## config.mk

```make
export PLATFORM = sky130hd
export DESIGN_NAME = nibble_serial_subtractor_16_bit
export DESIGN_NICKNAME = d
export VERILOG_FILES = /design/src/rtl/nibble_serial_subtractor_16_bit.sv
export SDC_FILE = /design/constraint.sdc
export NUM_CORES = 1
export LEC_CHECK = 0
export BUFFER_PORTS_ARGS = -buffer_cell sky130_fd_sc_hd__buf_2
export CAP_MARGIN = 5
export CORE_UTILIZATION = 50
export DETAILED_ROUTE_END_ITERATION = 10
export PLACE_DENSITY = 0.82
export SKIP_CTS_REPAIR_TIMING = 1
export SLEW_MARGIN = 20
export SYNTH_ARGS = -nofsm -noshare
export SYNTH_HDL_FRONTEND = slang
export SYNTH_SLANG_ARGS = --single-unit
export TNS_END_PERCENT = 10
```

## constraint.sdc

```tcl
create_clock -name clk -period 3.2 [get_ports clk]
set_clock_uncertainty 0.05 [all_clocks]
set_input_delay 0.64 -clock clk [delete_from_list [all_inputs] [get_ports clk]]
set_output_delay 0.64 -clock clk [all_outputs]
set_load 0.005 [all_outputs]
```

## src/rtl/nibble_serial_subtractor_16_bit.sv

```systemverilog
// 16-bit subtractor that works through A - B - Bin one nibble per clock,
// using a 4-bit ripple with a borrow-skip bypass when the nibbles are equal.
module nibble_serial_subtractor_16_bit (
   input  logic        clk,
   input  logic        rst,
   input  logic        start,
   input  logic [15:0] A,
   input  logic [15:0] B,
   input  logic        Bin,
   output logic        busy,
   output logic        done,
   output logic [15:0] Diff,
   output logic        Bout,
   output logic        V
);

   typedef enum logic {IDLE, CALC} state_t;

   state_t      r_state;
   logic [1:0]  r_cnt;
   logic        r_borrow;
   logic [15:0] r_a;
   logic [15:0] r_b;
   logic [15:0] r_work;
   logic [15:0] r_diff;
   logic        r_bout;
   logic        r_v;
   logic        r_done;

   logic [3:0]  w_an;
   logic [3:0]  w_bn;
   logic [3:0]  w_sum;
   logic [4:0]  w_carry;
   logic        w_skip;
   logic        w_borrowNext;

   // Subtraction as A + ~B + ~borrow; the carry-out is the inverted borrow.
   always_comb begin
      w_an       = r_a[{r_cnt, 2'b00} +: 4];
      w_bn       = r_b[{r_cnt, 2'b00} +: 4];
      w_sum      = 4'h0;
      w_carry    = 5'h00;
      w_carry[0] = ~r_borrow;
      for (int i = 0; i < 4; i++) begin
         w_sum[i]       = w_an[i] ^ ~w_bn[i] ^ w_carry[i];
         w_carry[i + 1] = (w_an[i] & ~w_bn[i]) | (w_carry[i] & (w_an[i] ^ ~w_bn[i]));
      end
      w_skip       = &(w_an ~^ w_bn);
      w_borrowNext = w_skip ? r_borrow : ~w_carry[4];
   end

   assign busy = (r_state == CALC);
   assign done = r_done;
   assign Diff = r_diff;
   assign Bout = r_bout;
   assign V    = r_v;

   always_ff @(posedge clk or posedge rst) begin
      if (rst) begin
         r_state  <= IDLE;
         r_cnt    <= 2'd0;
         r_borrow <= 1'b0;
         r_a      <= 16'h0000;
         r_b      <= 16'h0000;
         r_work   <= 16'h0000;
         r_diff   <= 16'h0000;
         r_bout   <= 1'b0;
         r_v      <= 1'b0;
         r_done   <= 1'b0;
      end else begin
         r_done <= 1'b0;
         case (r_state)
            IDLE: begin
               if (start) begin
                  r_a      <= A;
                  r_b      <= B;
                  r_borrow <= Bin;
                  r_cnt    <= 2'd0;
                  r_work   <= 16'h0000;
                  r_state  <= CALC;
               end
            end
            CALC: begin
               r_work[{r_cnt, 2'b00} +: 4] <= w_sum;
               r_borrow <= w_borrowNext;
               r_cnt    <= r_cnt + 2'd1;
               // Last nibble: publish the full result straight from this cycle's datapath.
               if (r_cnt == 2'd3) begin
                  r_diff  <= {w_sum, r_work[11:0]};
                  r_bout  <= w_borrowNext;
                  r_v     <= (r_a[15] ^ r_b[15]) & (r_a[15] ^ w_sum[3]);
                  r_done  <= 1'b1;
                  r_state <= IDLE;
               end
            end
            default: r_state <= IDLE;
         endcase
      end
   end

endmodule

```

==> results_dict.tcl <==
set metrics [dict create \
    drive_gt1_frac 0.476 \
    dp_hpwl_microns 3960 \
    period_share 0.972 \
    drc 0 \
    rsz0062_at_grt "false" \
    synth_top_flop_cell "dfrtp_1" \
    initial_utilization 0.525 \
    io_pins 56 \
    drv_slew 0 \
    area_growth_pct 16.1 \
    final_common_cell "dfrtp_1" \
    grt_pass1_wl_microns 9110 \
    clock_sink_count 67 \
    hold_path_class "flip-flop to flip-flop" \
    min_to "Bout$_DFFE_PP0P_" \
    viasPerCell 5.12 \
    synth_seq_cells 67 \
    vias 1793 \
    syn_avg_cell_area_sq_um 15.0 \
    post-route-min-period_ns 3.11 \
    dpl.cell_count 334 \
    numCtsBuffers 9 \
    gp_congestion 0.813 \
    fin_nets 318 \
    fin_cells 350 \
    wl_per_cell_microns 15.5 \
    finalHoldViolations 0 \
    antenna_found_initial 0 \
    setup-violations-final 0 \
    rr_worst_depth 9 \
    worst_slew_pin_slew_ns 0.809 \
    drt_iter0_drc 71 \
    power_frac_comb 0.466 \
    core_area_sq_um 5990 \
    grt_max_degree 68 \
    fillers 452 \
    clk_pin_slew_ns 0.07 \
    cts_max_level 3 \
    critPathLaunchType "flip-flop" \
    stdcell_area_sq_um 3650 \
    p_sw_mw 1.47 \
    power_frac_seq 0.362 \
    setup_slack_ns 0.0890 \
    fmax_ghz 0.321 \
    grt_pass1_vias 1833 \
    dieArea_sq_um 6610 \
    p_per_area_nw_per_um2 1130 \
    clk_latency_ns 0.33 \
    r2r_end "V$_DFFE_PP0P_" \
    port_buffers 55 \
    dr.pass1.iters 4 \
    overflow 0 \
    syn-num-nets 257 \
    final_cell_mix "dfrtp_1 (67), buf_2 (55), mux2_4 (29)" \
    clk_path_buf_depth 2 \
    path_max_fanout 3 \
    p_leak_nw 1.84 \
    peakVddDrop_mv 0.577 \
    rows 28 \
    ys_warn_count 0 \
    power_mw 4.12 \
    required_ns 3.34 \
    syn_area_sq_um 3140 \
    regToRegStartpoint "r_cnt[0]$_DFFE_PP0P_" \
    syn_inst 209 \
    die_h_microns 81.3 \
    power.internal_mw 2.65 \
    power_frac_clock 0.171 \
    synthDistinctLibCells 30 \
    p_sw_frac 0.357 \
    synthArstFlopShare 1.00 \
    cts_tree "yes" \
    placed_area_sq_um 3440 \
    maxCapViolCount 0 \
    totalNegativeSetupSlack_ns 0 \
    critPathKind "flip-flop to flip-flop" \
    yosysSeqAreaShare 0.533 \
    cp.arrival_ns 3.25 \
    min_from "Bout$_DFFE_PP0P_" \
    cts-root-buf "clkbuf_8" \
    dp_slack_ns 0.0463 \
    endpoint_kind "flip-flop" \
    slew_headroom 0.460 \
    die_x_microns 81.3 \
    antenna_cells 0 \
    hold_path_depth 2 \
    ant_nets 0 \
    grt_usage 0.189 \
    wl_microns 5430 \
    status "completed" \
    synth_edf_count 0 \
    r2r_setup_slack_ns 0.09 \
]
[per-layer routing]
metal  routed length (microns)  vias to the layer above  track usage  share of wire
met5                         0                        -            0              0
met4                        10                        0       0.0589         0.0018
met3                       224                        2       0.0517          0.041
met2                      2650                       43        0.300           0.49
met1                      2550                      894        0.251           0.47
li1                          -                      854            -              -
[state kept, by name, summed over array words and instances, names as in the netlist]
name / count
r_work: 12
V: 1
Bout: 1
r_a: 16
done: 1
r_b: 16
r_borrow: 1
Diff: 16
busy: 1
r_cnt: 2
[area by class of cell]
class                   count  area, sq um  area share
clock inverters             4         48.8      0.0134
inverters                  14         52.6      0.0144
clock buffers              12          155      0.0425
multi-input cells         119         1310       0.358
flip-flops and latches     67         1680       0.459
repair buffers             59          318      0.0871
well taps                  75         93.8      0.0257
[stage by stage]
stage               utilization  hold slack (ns)
global placement          0.575            0.408
CTS                       0.609            0.439
finish                    0.609            0.431
floorplan                     -            0.396
detailed placement        0.575            0.422
global route              0.609            0.458
[Yosys cell counts (all sizes together), types with 2 or more instances]
| master | n | area [sq um] |
|---|---|---|
| ha | 8 | 100 |
| nand4 | 2 | 12.5 |
| inv | 14 | 52.6 |
| dfrtp | 67 | 1680 |
| buf | 9 | 115 |
| nor2 | 3 | 11.3 |
| mux2 | 44 | 604 |
| nand2 | 16 | 62.6 |
| mux4 | 8 | 188 |
| nor2b | 2 | 20.0 |
| a21oi | 3 | 26.3 |
| o21ai | 14 | 70.1 |
| and2b | 2 | 16.3 |
| mux2i | 3 | 30.0 |
| o2bb2ai | 4 | 35.0 |
| fa | 4 | 80.1 |
[how the worst max path moves through the flow]
stage	to	cells past startpoint	from	slack, ns
global placement	V$_DFFE_PP0P_	9	r_cnt[0]$_DFFE_PP0P_	0.10
CTS	V$_DFFE_PP0P_	9	r_cnt[0]$_DFFE_PP0P_	0.04
finish	V$_DFFE_PP0P_	9	r_cnt[0]$_DFFE_PP0P_	0.09
detailed placement	V$_DFFE_PP0P_	9	r_cnt[0]$_DFFE_PP0P_	0.05
global route	V$_DFFE_PP0P_	9	r_cnt[0]$_DFFE_PP0P_	0.009
floorplan	V$_DFFE_PP0P_	10	r_cnt[0]$_DFFE_PP0P_	0.00008
[cell families (layout without fill, tap and decap cells)]
kind of cell | after synthesis | in the layout | synth area share
AO/OA/AOI/OAI | 24 | 24 | 0.0489
multiplexers | 55 | 55 | 0.261
buffers and inverters | 23 | 89 | 0.0533
adder cells (fa/ha/maj) | 12 | 12 | 0.0573
flip-flops | 67 | 67 | 0.533
AND/OR/NAND/NOR | 28 | 28 | 0.0458
[power by group through the flow]
stage	Sequential [mW]	Clock [mW]	Combinational, mW
finish	1.49	0.704	1.92
global placement	1.49	0	1.87
global route	1.53	0.771	2.15
CTS	1.49	0.725	1.94
detailed placement	1.51	0	1.93
floorplan	1.41	0	1.50
[worst max-delay path, cell delays in order (launching register included)]
cell,delay [ns]
dfrtp_1,0.41
mux4_2,0.55
fa_2,0.36
fa_2,0.34
fa_1,0.36
inv_1,0.07
fa_1,0.44
and3b_1,0.20
a21oi_1,0.10
o21ai_0,0.09
(Power assumes the default switching activity.)
